===== src/rtl/keypad_scanner.sv =====
// ROWS x COLS keypad scanner: one-hot column drive, per-key debounce, event FIFO.
// Build option: define KEYPAD_RELEASE_EVT_EN to queue release events as well as presses.
module keypad_scanner #(
  parameter int ROWS           = 4,
  parameter int COLS           = 4,
  parameter int CLK_HZ         = 27_000_000,
  parameter int SCAN_HZ        = 10_000,
  parameter int DEBOUNCE_SCANS = 4,
  parameter int FIFO_DEPTH     = 4,
  localparam int NKEYS         = ROWS * COLS,
  localparam int KW            = (NKEYS > 1) ? $clog2(NKEYS) : 1
) (
  input  logic            clk,
  input  logic            reset,
  input  logic [ROWS-1:0] filas_raw,
  output logic [COLS-1:0] columnas,
  output logic            key_valid,
  input  logic            key_ready,
  output logic [KW-1:0]   key_code,
  output logic            key_release,
  output logic            overflow,
  output logic [1:0]      scan_state
);

  localparam int SCAN_DIV = CLK_HZ / SCAN_HZ;
  localparam int DW       = $clog2(SCAN_DIV);
  localparam int RW       = (ROWS > 1) ? $clog2(ROWS) : 1;
  localparam int CW       = (COLS > 1) ? $clog2(COLS) : 1;
  localparam int AW       = $clog2(FIFO_DEPTH);

  typedef enum logic [1:0] {
    S_DWELL  = 2'd0,
    S_SAMPLE = 2'd1,
    S_EVAL   = 2'd2
  } state_t;

  // Handshake: an event transfers on a cycle where key_valid && key_ready;
  // key_code/key_release stay stable while key_valid is high and not accepted.

  state_t          state_q, state_d;
  logic [DW-1:0]   cnt_q, cnt_d;
  logic [COLS-1:0] col_q, col_d;
  logic [CW-1:0]   col_idx_q, col_idx_d;
  logic [CW-1:0]   eval_col_q, eval_col_d;
  logic [RW-1:0]   row_q, row_d;
  logic [ROWS-1:0] sync1_q, sync2_q;
  logic [ROWS-1:0] smp_q, smp_d;
  logic [NKEYS-1:0] key_q, key_d;
  logic [3:0]      deb_q [NKEYS];
  logic [3:0]      deb_d [NKEYS];
  logic [KW-1:0]   mem_code_q [FIFO_DEPTH];
  logic [KW-1:0]   mem_code_d [FIFO_DEPTH];
`ifdef KEYPAD_RELEASE_EVT_EN
  logic [FIFO_DEPTH-1:0] mem_rel_q, mem_rel_d;
  logic            push_rel;
`endif
  logic [AW:0]     wr_q, wr_d, rd_q, rd_d;
  logic            ovf_q, ovf_d;

  logic [KW-1:0]   key_idx;
  logic            push;
  logic            pop;
  logic            full;

  assign key_idx = KW'(row_q) * KW'(COLS) + KW'(eval_col_q);

  // Scan sequencing: dwell counter, column rotation and the serial row walk.
  always_comb begin
    state_d    = state_q;
    cnt_d      = (cnt_q == DW'(SCAN_DIV - 1)) ? '0 : cnt_q + 1'b1;
    col_d      = col_q;
    col_idx_d  = col_idx_q;
    eval_col_d = eval_col_q;
    row_d      = row_q;
    smp_d      = smp_q;
    case (state_q)
      S_DWELL: begin
        if (cnt_q == DW'(SCAN_DIV - 2)) state_d = S_SAMPLE;
      end
      S_SAMPLE: begin
        // Store rows in logical order so smp_q[r] is row r.
        for (int r = 0; r < ROWS; r++) smp_d[r] = sync2_q[ROWS-1-r];
        col_d      = (col_q >> 1) | (col_q << (COLS - 1));
        eval_col_d = col_idx_q;
        col_idx_d  = (col_idx_q == CW'(COLS - 1)) ? '0 : col_idx_q + 1'b1;
        row_d      = '0;
        state_d    = S_EVAL;
      end
      S_EVAL: begin
        if (row_q == RW'(ROWS - 1)) state_d = S_DWELL;
        else                        row_d   = row_q + 1'b1;
      end
      default: state_d = S_DWELL;
    endcase
  end

  // Debounce of the key addressed by the current EVAL row.
  always_comb begin
    key_d = key_q;
    for (int i = 0; i < NKEYS; i++) deb_d[i] = deb_q[i];
    push  = 1'b0;
`ifdef KEYPAD_RELEASE_EVT_EN
    push_rel = 1'b0;
`endif
    if (state_q == S_EVAL) begin
      if (smp_q[row_q] == key_q[key_idx]) begin
        deb_d[key_idx] = '0;
      end else if ((deb_q[key_idx] + 4'd1) == 4'(DEBOUNCE_SCANS)) begin
        key_d[key_idx] = ~key_q[key_idx];
        deb_d[key_idx] = '0;
`ifdef KEYPAD_RELEASE_EVT_EN
        push     = 1'b1;
        push_rel = key_q[key_idx];
`else
        push     = ~key_q[key_idx];
`endif
      end else begin
        deb_d[key_idx] = deb_q[key_idx] + 4'd1;
      end
    end
  end

  assign key_valid = (wr_q != rd_q);
  assign full      = (wr_q[AW] != rd_q[AW]) && (wr_q[AW-1:0] == rd_q[AW-1:0]);
  assign pop       = key_valid && key_ready;

  // Event FIFO; a push into a full queue survives only if a pop frees the slot.
  always_comb begin
    for (int i = 0; i < FIFO_DEPTH; i++) mem_code_d[i] = mem_code_q[i];
`ifdef KEYPAD_RELEASE_EVT_EN
    mem_rel_d = mem_rel_q;
`endif
    wr_d  = wr_q;
    rd_d  = rd_q;
    ovf_d = ovf_q;
    if (pop) rd_d = rd_q + 1'b1;
    if (push) begin
      if (!full || pop) begin
        mem_code_d[wr_q[AW-1:0]] = key_idx;
`ifdef KEYPAD_RELEASE_EVT_EN
        mem_rel_d[wr_q[AW-1:0]] = push_rel;
`endif
        wr_d = wr_q + 1'b1;
      end else begin
        ovf_d = 1'b1;
      end
    end
  end

  always_ff @(posedge clk) begin
    if (reset) begin
      state_q    <= S_DWELL;
      cnt_q      <= '0;
      col_q      <= COLS'(1) << (COLS - 1);
      col_idx_q  <= '0;
      eval_col_q <= '0;
      row_q      <= '0;
      sync1_q    <= '0;
      sync2_q    <= '0;
      smp_q      <= '0;
      key_q      <= '0;
      for (int i = 0; i < NKEYS; i++) deb_q[i] <= '0;
      for (int i = 0; i < FIFO_DEPTH; i++) mem_code_q[i] <= '0;
`ifdef KEYPAD_RELEASE_EVT_EN
      mem_rel_q  <= '0;
`endif
      wr_q       <= '0;
      rd_q       <= '0;
      ovf_q      <= 1'b0;
    end else begin
      state_q    <= state_d;
      cnt_q      <= cnt_d;
      col_q      <= col_d;
      col_idx_q  <= col_idx_d;
      eval_col_q <= eval_col_d;
      row_q      <= row_d;
      sync1_q    <= filas_raw;
      sync2_q    <= sync1_q;
      smp_q      <= smp_d;
      key_q      <= key_d;
      for (int i = 0; i < NKEYS; i++) deb_q[i] <= deb_d[i];
      for (int i = 0; i < FIFO_DEPTH; i++) mem_code_q[i] <= mem_code_d[i];
`ifdef KEYPAD_RELEASE_EVT_EN
      mem_rel_q  <= mem_rel_d;
`endif
      wr_q       <= wr_d;
      rd_q       <= rd_d;
      ovf_q      <= ovf_d;
    end
  end

  assign columnas   = col_q;
  assign key_code   = mem_code_q[rd_q[AW-1:0]];
`ifdef KEYPAD_RELEASE_EVT_EN
  assign key_release = mem_rel_q[rd_q[AW-1:0]];
`else
  assign key_release = 1'b0;
`endif
  assign overflow   = ovf_q;
  assign scan_state = state_q;

endmodule


===== config.mk =====
export PLATFORM = sky130hd
export DESIGN_NAME = keypad_scanner
export DESIGN_NICKNAME = d
export VERILOG_FILES = /design/src/rtl/keypad_scanner.sv
export SDC_FILE = /design/constraint.sdc
export NUM_CORES = 1
export LEC_CHECK = 0
export CORE_MARGIN = 8
export CORE_UTILIZATION = 40
export DETAILED_ROUTE_END_ITERATION = 8
export HOLD_SLACK_MARGIN = 0.12
export PLACE_DENSITY = 0.65
export SYNTH_ARGS = -nofsm -noshare
export SYNTH_HDL_FRONTEND = slang
export SYNTH_SLANG_ARGS = --single-unit

===== constraint.sdc =====
create_clock -name clk -period 4.3 [get_ports clk]
set_input_delay 0.645 -clock clk [delete_from_list [all_inputs] [get_ports clk]]
set_output_delay 0.645 -clock clk [all_outputs]
set_load 0.05 [all_outputs]

After elaboration in Yosys (flattened, before gate mapping)
Memory sizes are Yosys's and may differ from the RTL's. A register that Yosys moved wholly into a read port is not among the register bits.
Index checks and enable logic that the tools add are counted.
Operators by class
  add/sub/neg operators: 7
  order comparisons: 7
  eq/ne operators: 14
  multiplexer cells: 52
  bitwise gates (word level): 28
  reductions and logical operators: 15
Operators by type and width (number)
  $mux W64: 3
  $mux W4: 22
  $and A64 B64 Y64: 1
  $bwmux W64: 1
  $not A64 Y64: 1
  $bwmux W16: 2
  $mux W16: 2
  $eq A12 B12 Y1 const B: 2
  $or A1 B1 Y1: 20
  $demux W4 S4: 1
  $add A12 B1 Y12 const B: 1
  $mux W2: 6
  $mux W1: 9
  $demux W4 S2: 1
  $reduce_and A2 Y1: 4
  $add A3 B1 Y3 const B: 2
  $eq A2 B2 Y1 const B: 3
  $ne A2 B2 Y1 const B: 3
  $pmux W2 S3: 1
  $ge A5 B5 Y1 const B: 1
  $logic_and A1 B1 Y1: 5
  $lt A4 B5 Y1 const B: 1
  $lt A5 B1 Y1 const B: 1
  $not A4 Y5: 1
  26 further kinds: 29
Word-level totals
  flip-flop bits (word level): 59
  memory bits (writable): 80
  input bits: 7
  output and inout bits: 13
  word-level logic and storage cells: 138
  memories: 2
Memory list
  deb_q: words 16, width 4, read ports 17, clocked after Yosys merged registers in 0, wr ports 16, RTL line 49  | logic [3:0] deb_q [NKEYS];
  mem_code_q: words 4, width 4, read ports 5, clocked after Yosys merged registers in 1, wr ports 4, RTL line 51  | logic [KW-1:0] mem_code_q [FIFO_DEPTH];

Longest topological paths before layout
Gate-level depths: netlist of the first run.
  depth in word-level cells: 12
  gate-level depth with buffers: 13
  gate-level depth less buffers: 7

Least setup slack after synthesis of the first run
Ideal clock, no wire load.
  kind: reg-to-reg
  start: register eval_col_q[1]
  end: memory deb_q[8][0]
  library setup time: 71 ps
  data arrival time: 2863 ps
  data required time: 4229 ps
  setup slack: 1366 ps
  cell stages (with the launch flop): 14
  path buffers: 7
  period minus slack after synthesis: 2934 ps
  cells stage by stage: dfxtp_1 > buf_4 > buf_2 > mux4_2 > mux4_2 > buf_6 > clkbuf_1 > ha_1 > nand3_1 > buf_4 > clkbuf_1 > buf_2 > nand4_1 > a21oi_1
RTL lines
  start, declared: RTL line 44  | logic [CW-1:0] eval_col_q, eval_col_d;
  start signal, assigned: RTL line 175  | eval_col_q <= eval_col_d;
  end, declared: RTL line 49

==> out/results.ini, run 1 <==
[outcome]
status = finished, final reports clean

[global_route]
antenna_found_initial = 0
grt_overflow = 0
grt_pass1_wl_um = 26700
grt_max_degree = 62
grt_usage_pct = 15.2
grt_pass1_vias = 5090

[timing]
rsz0062_at_grt = no
final_hold_viol_count = 0
setup_viol = 0
finalWorstSetupSlack_ps = 758
tns_ps = 0
skew_ps = 8.08
period_minus_slack_ps = 3540
fmax_ghz = 0.282
worst_pin_slew_ps = 1110
fin_crit_sh_pct = 82.4
slew_headroom_pct = 25.8
slew_viol_final = 0

[synthesis]
yosys.area_share.simple_pct = 25.6
synth_top_family_by_area = simple AND/OR/NAND/NOR gates
yosysUniqueCellTypes = 54
ys_top_cells_by_area = dfxtp_1, mux4_2, a21oi_1
synth_ff_type = dfxtp_1
synth_area_per_cell_um2 = 9.35
syn_nets = 758
synth_most_common_cell = dfxtp_1
synth-xor-area-share_pct = 2.01
synth_adder_area_share_pct = 2.36
netlist_area_um2 = 6900
muxShareOfSynthArea_pct = 11.3
synth_top_area_share_pct = 40.9
synth_edf_count = 0
synth_common_cells = dfxtp_1, nand2_1, a21oi_1, nand4_1, clkbuf_1
synth_cells = 738
yosysTopAreaCell = dfxtp_1
yosysSeqAreaShare_pct = 40.9
synth_warnings = 0
synth_compound_area_share_pct = 12.4
synth_async_sr_flop_share_pct = 0
ys_ff_latch = 141

[route]
via_per_inst = 5.63
drc = 0
routed_wl_um = 15900
drt-pass1-iter-count = 5
wl_per_cell_um = 16.6
vias = 5414
initialDrtViolationCount = 350
ant_nets = 0

[clocking]
cts_root_buf = clkbuf_16
cts_hold_buf = 0
cts_buffers = 17
tritoncts = done
h-tree-depth = 4
post_cts_buffers = 0
cts.path.max_buffers = 2
clock_sinks = 141
clk_latency_ps = 420
clkSlewWorstSetupHoldPaths_ps = 60
cts_resized = 0

[floorplan]
die_w_um = 147
die_area_um2 = 21700
chipHeight_um = 147
rows = 48
io_pins = 20
core_um2 = 17100
initial_core_util_pct = 40.5

[worst_setup_path]
slowest_delay_ps = 1050
path_cells = mux2i_1, a221oi_1, a22o_2, or3_1, o211ai_4, o31ai_1
crit_required_ps = 4620
path_max_fanout = 17
slowest_stage = dfxtp_1
cp-start-kind = register
crit_arrival_ps = 3860
end_kind = register
path_class = register to register

[job]
drv_cap = 0

[min_path]
worst_hold_path_type = register to register

[power]
p_per_area_nw_per_um2 = 369
p_leak_nw = 2.77
irDropWorstVdd_uv = 276

[final_layout]
syn_to_final_growth_pct = 12.4
seq_area_um2 = 2820
multi_input_area_um2 = 3710
final_util_pct = 45.5
antennaDiodeCount = 0
fillCellCount = 1636
fin_nets = 744
drive_above_1_share_pct = 11.3

[placed_design]
port-buffer-count = 18
post-place-ws_ps = 824
gp_congestion = 0.793
dp_hpwl_um = 10500

==> logic make-up (layout without fill, tap and decap cells) <==
logic type                 after synthesis  count (layout)
buffers and inverters                   75              73
adders and majority gates               13              13
xor gates and xnor gates                15              15
muxes                                   48              48
DFF                                    141             141
other                                    1               1
and+or+nand+nor                        313             313
AOI/OAI and AO/OA                      132             132
==> through the flow <==
step	area (um2)	hold slack [ps]	power, W	instances
finish	7760	436	0.00286	961
global route	7760	455	0.00296	961
detailed placement	7160	429	0.00140	930
floorplan	6900	414	0.00138	738
CTS	7760	441	0.00289	961
global placement	7160	418	0.00139	930
==> final cells by class <==
| type | instances | share of cell area (%) |
|---|---|---|
| Multi-Input combinational cell | 522 | 47.9 |
| Clock buffer | 21 | 5.94 |
| Inverter | 8 | 0.387 |
| Timing Repair Buffer | 34 | 4.00 |
| Clock inverter | 10 | 1.81 |
| Tap cell | 225 | 3.63 |
| Sequential cell | 141 | 36.4 |
==> worst max-delay path, delay by kind of cell (launching register included) <==
kind,cells,cell delay (ps)
AO/OA/AOI/OAI,4,1530
flip-flops,1,1050
multiplexers,1,270
AND/OR/NAND/NOR,1,590
==> layout by cell type, fill, tap and decap left out, types with 14 or more instances in the layout <==
cell type,synthesis,layout
dfxtp_1,141,141
nand2_1,80,80
a21oi_1,65,65
nand4_1,46,46
nor2_1,39,39
nand3b_1,34,34
mux4_2,24,24
mux2i_1,23,23
and3_1,23,23
o21ai_0,20,20
nand2b_1,18,18
o31ai_1,17,17
nand4b_1,17,17
clkbuf_16,0,17
clkdlybuf4s50_1,0,17
buf_4,10,16
nand3_1,15,14
==> path summary, 6_finish.rpt <==
check | slack (ps) | cells past startpoint | start | to
worst max-delay path | 760 | 6 | eval_col_q[1]$_SDFFE_PP0P_ | deb_q[1][2]$_SDFFE_PP0P_
worst min-delay path | 440 | 2 | sync2_q[2]$_SDFF_PP0_ | smp_q[1]$_SDFFE_PP0P_
worst max register to register | 760 | 6 | eval_col_q[1]$_SDFFE_PP0P_ | deb_q[1][2]$_SDFFE_PP0P_
worst min register to register | 440 | 2 | sync2_q[2]$_SDFF_PP0_ | smp_q[1]$_SDFFE_PP0P_
==> flip-flops by register name (all words and copies together) (netlist names), named ones only <==
register    count
columnas        4
scan_state      2
mem_code_q     16
cnt_q          12
col_idx_q       2
rd_q            3
row_q           2
eval_col_q      2
smp_q           4
sync2_q         4
sync1_q         4
deb_q          64
wr_q            3
key_q          16
overflow        1
==> report_power, final <==
part / internal [W] / switching, W
Combinational: 0.0000187 / 0.0000315
Sequential: 0.00131 / 0.00000334
Clock: 0.000939 / 0.000558
==> routing by layer <==
metal | wire (um) | vias to the layer above | track usage (%)
met5 | 0 | - | 0
met1 | 7680 | 2604 | 20.7
met3 | 669 | 14 | 3.60
li1 | - | 2673 | -
met4 | 232 | 0 | 5.46
met2 | 7360 | 123 | 23.1
(Power assumes the default switching activity.)
==> run 2, diff against run 1 <==
--- a/config.mk
+++ b/config.mk
@@ -9,7 +9,7 @@
 export CORE_UTILIZATION = 40
 export DETAILED_ROUTE_END_ITERATION = 8
 export HOLD_SLACK_MARGIN = 0.12
-export PLACE_DENSITY = 0.65
+export PLACE_DENSITY = 0.67
 export SYNTH_ARGS = -nofsm -noshare
 export SYNTH_HDL_FRONTEND = slang
 export SYNTH_SLANG_ARGS = --single-unit
==> constraint.sdc (replaced) <==
create_clock -name clk -period 3 [get_ports clk]
set_input_delay 0.45 -clock clk [delete_from_list [all_inputs] [get_ports clk]]
set_output_delay 0.45 -clock clk [all_outputs]
set_load 0.05 [all_outputs]
==> out/results.ini, run 2 (synthesized netlist as in run 1, its figures left out) <==
[timing]
period_minus_slack_ps = 2820  ; was 3540 ps
finalWorstSetupSlack_ps = 176  ; was 758 ps
fin_crit_sh_pct = 94.1  ; was 82.4%
tns_ps = 0  ; unchanged
skew_ps = 8.05  ; was 8.08 ps
fmax_ghz = 0.354  ; was 0.282 GHz
slew_viol_final = 0  ; unchanged
worst_pin_slew_ps = 970  ; was 1110 ps
slew_headroom_pct = 35.0  ; was 25.8%
setup_viol = 0  ; unchanged
rsz0062_at_grt = no  ; unchanged
final_hold_viol_count = 0  ; unchanged

[global_route]
grt_pass1_wl_um = 26200  ; was 26700 um
antenna_found_initial = 0  ; unchanged
grt_overflow = 0  ; unchanged
grt_pass1_vias = 5024  ; was 5090
grt_max_degree = 107  ; was 62
grt_usage_pct = 14.9  ; was 15.2%

[clocking]
post_cts_buffers = 0  ; unchanged
cts_hold_buf = 0  ; unchanged
clkSlewWorstSetupHoldPaths_ps = 60  ; about the same
tritoncts = done  ; unchanged
clk_latency_ps = 420  ; about the same
cts_buffers = 17  ; unchanged
clock_sinks = 141  ; unchanged
cts_root_buf = clkbuf_16  ; unchanged
h-tree-depth = 4  ; unchanged
cts.path.max_buffers = 2  ; unchanged
cts_resized = 0  ; unchanged

[power]
clkPwrFrac_pct = 54.9  ; was 52.3%
irDropWorstVdd_uv = 401  ; was 276 uV
comb_power_share_pct = 1.7  ; was 1.8%
p_int_w = 0.00348  ; was 0.00227 W
swShare_pct = 20.1  ; was 20.7%
p_per_area_nw_per_um2 = 546  ; was 369 nW/um2
power_w = 0.00435  ; was 0.00286 W
p_switching_w = 0.000872  ; was 0.000593 W
pwr-share-seq_pct = 43.4  ; was 46.0%
p_leak_nw = 2.87  ; was 2.77 nW

[final_layout]
reg_top3 = deb_q (64), key_q (16), mem_code_q (16)  ; unchanged
largest_reg_flops = 64  ; unchanged
top_register = deb_q  ; unchanged
fillCellCount = 1627  ; was 1636
layout_commonest_cell = dfxtp_1  ; unchanged
drive_above_1_share_pct = 13.2  ; was 11.3%
stdcell_count = 975  ; was 961
syn_to_final_growth_pct = 15.4  ; was 12.4%
mostFrequentLayoutCells = dfxtp_1, nand2_1, a21oi_1, nand4_1, nor2_1  ; unchanged
fin_nets = 757  ; was 744
antennaDiodeCount = 0  ; unchanged

[floorplan]
rows = 48  ; unchanged
chipHeight_um = 147  ; unchanged
initial_core_util_pct = 40.5  ; unchanged
core_um2 = 17100  ; unchanged
die_w_um = 147  ; unchanged
die_area_um2 = 21700  ; unchanged
io_pins = 20  ; unchanged

[route]
drc = 0  ; unchanged
drt-pass1-iter-count = 5  ; unchanged
wl_per_cell_um = 16.5  ; was 16.6 um
routed_wl_um = 16100  ; was 15900 um
initialDrtViolationCount = 535  ; was 350
ant_nets = 0  ; unchanged
via_per_inst = 5.63  ; about the same
vias = 5489  ; was 5414

[placed_design]
gp_congestion = 0.812  ; was 0.793
port-buffer-count = 18  ; unchanged
dp_hpwl_um = 10300  ; was 10500 um
post-place-ws_ps = 92.6  ; was 824 ps
placed_cells = 943  ; was 930

[worst_setup_path]
r2r_setup_slack_ps = 180  ; was 760 ps
slowest_stage = a221oi_1  ; was dfxtp_1
path_cells = buf_4, buf_4, nor2b_1, a221oi_1, o21a_1, or3_1, buf_12, nand2_4, o41ai_1  ; was mux2i_1, a221oi_1, a22o_2, or3_1, o211ai_4, o31ai_1
slowest_delay_ps = 470  ; was 1050 ps
path_max_fanout = 50  ; was 17
critPathMostFrequentCell = buf_4
crit_required_ps = 3310  ; was 4620 ps
path_class = register to register  ; unchanged
end_kind = register  ; unchanged
cp-start-kind = register  ; unchanged
crit_arrival_ps = 3130  ; was 3860 ps

[min_path]
worst_hold_path_type = register to register  ; unchanged

[job]
drv_cap = 0  ; unchanged

[outcome]
status = finished, final reports clean  ; unchanged

## run 2: changes by cell type in the layout (fill, tap and decap cells not counted)
cell,previous run,this run
clkinv_4,2,0
a221oi_1,2,1
buf_4,16,26
bufinv_16,3,6
dfxtp_2,0,1
dfxtp_1,141,140
clkinvlp_4,3,4
a221oi_2,0,1
inv_6,0,3
clkbuf_8,2,0
buf_12,1,4
clkinv_2,2,0
## run 2: critical path: cells and delay by family, from the launching register on
family	cells	cell delay (ps)
buffers and inverters	3	620
DFF	1	390
and+or+nand+nor	3	520
AOI/OAI and AO/OA	3	1170
## run 2: power by group through the flow
stage / registers, W / clock network [W] / logic [W]
5_1_grt: 0.00189 / 0.00250 / 0.0000811
6_report: 0.00189 / 0.00239 / 0.0000745
3_3_place_gp: 0.00193 / 0 / 0.0000744
4_1_cts: 0.00189 / 0.00243 / 0.0000746
2_1_floorplan: 0.00193 / 0 / 0.0000555
3_5_place_dp: 0.00193 / 0 / 0.0000745
## run 2: cell type report
cell class,count,area [um2],share of cell area [%]
Multi-Input combinational cell,522,3720,46.7
Inverter,8,30.0,0.377
Clock inverter,13,236,2.97
Tap cell,225,282,3.53
Timing Repair Buffer,47,445,5.59
Sequential cell,141,2820,35.4
Clock buffer,19,433,5.43
## run 2: path summary, 6_finish.rpt
check,from,depth (start not counted),end
setup / recovery,eval_col_q[0]$_SDFFE_PP0P_,9,deb_q[5][3]$_SDFFE_PP0P_
hold / removal,sync1_q[3]$_SDFF_PP0_,1,sync2_q[3]$_SDFF_PP0_
setup reg to reg,eval_col_q[0]$_SDFFE_PP0P_,9,deb_q[5][3]$_SDFFE_PP0P_
hold reg to reg,sync1_q[3]$_SDFF_PP0_,1,sync2_q[3]$_SDFF_PP0_
## run 2: per-layer routing
| metal | GRT usage [%] | wire [um] | up-vias |
|---|---|---|---|
| met5 | 0 | 0 | - |
| met4 | 6.58 | 354 | 0 |
| met3 | 2.89 | 666 | 25 |
| met2 | 21.8 | 7250 | 139 |
| met1 | 20.8 | 7790 | 2623 |
| li1 | - | - | 2702 |
## run 2: metrics by stage
step	cell area, um2	hold WS, ps	util [%]
6_report	7970	432	46.7
5_1_grt	7970	451	46.7
4_1_cts	7960	435	46.7
3_5_place_dp	7290	420	42.8
3_3_place_gp	7290	417	42.8
2_1_floorplan	6900	414	-
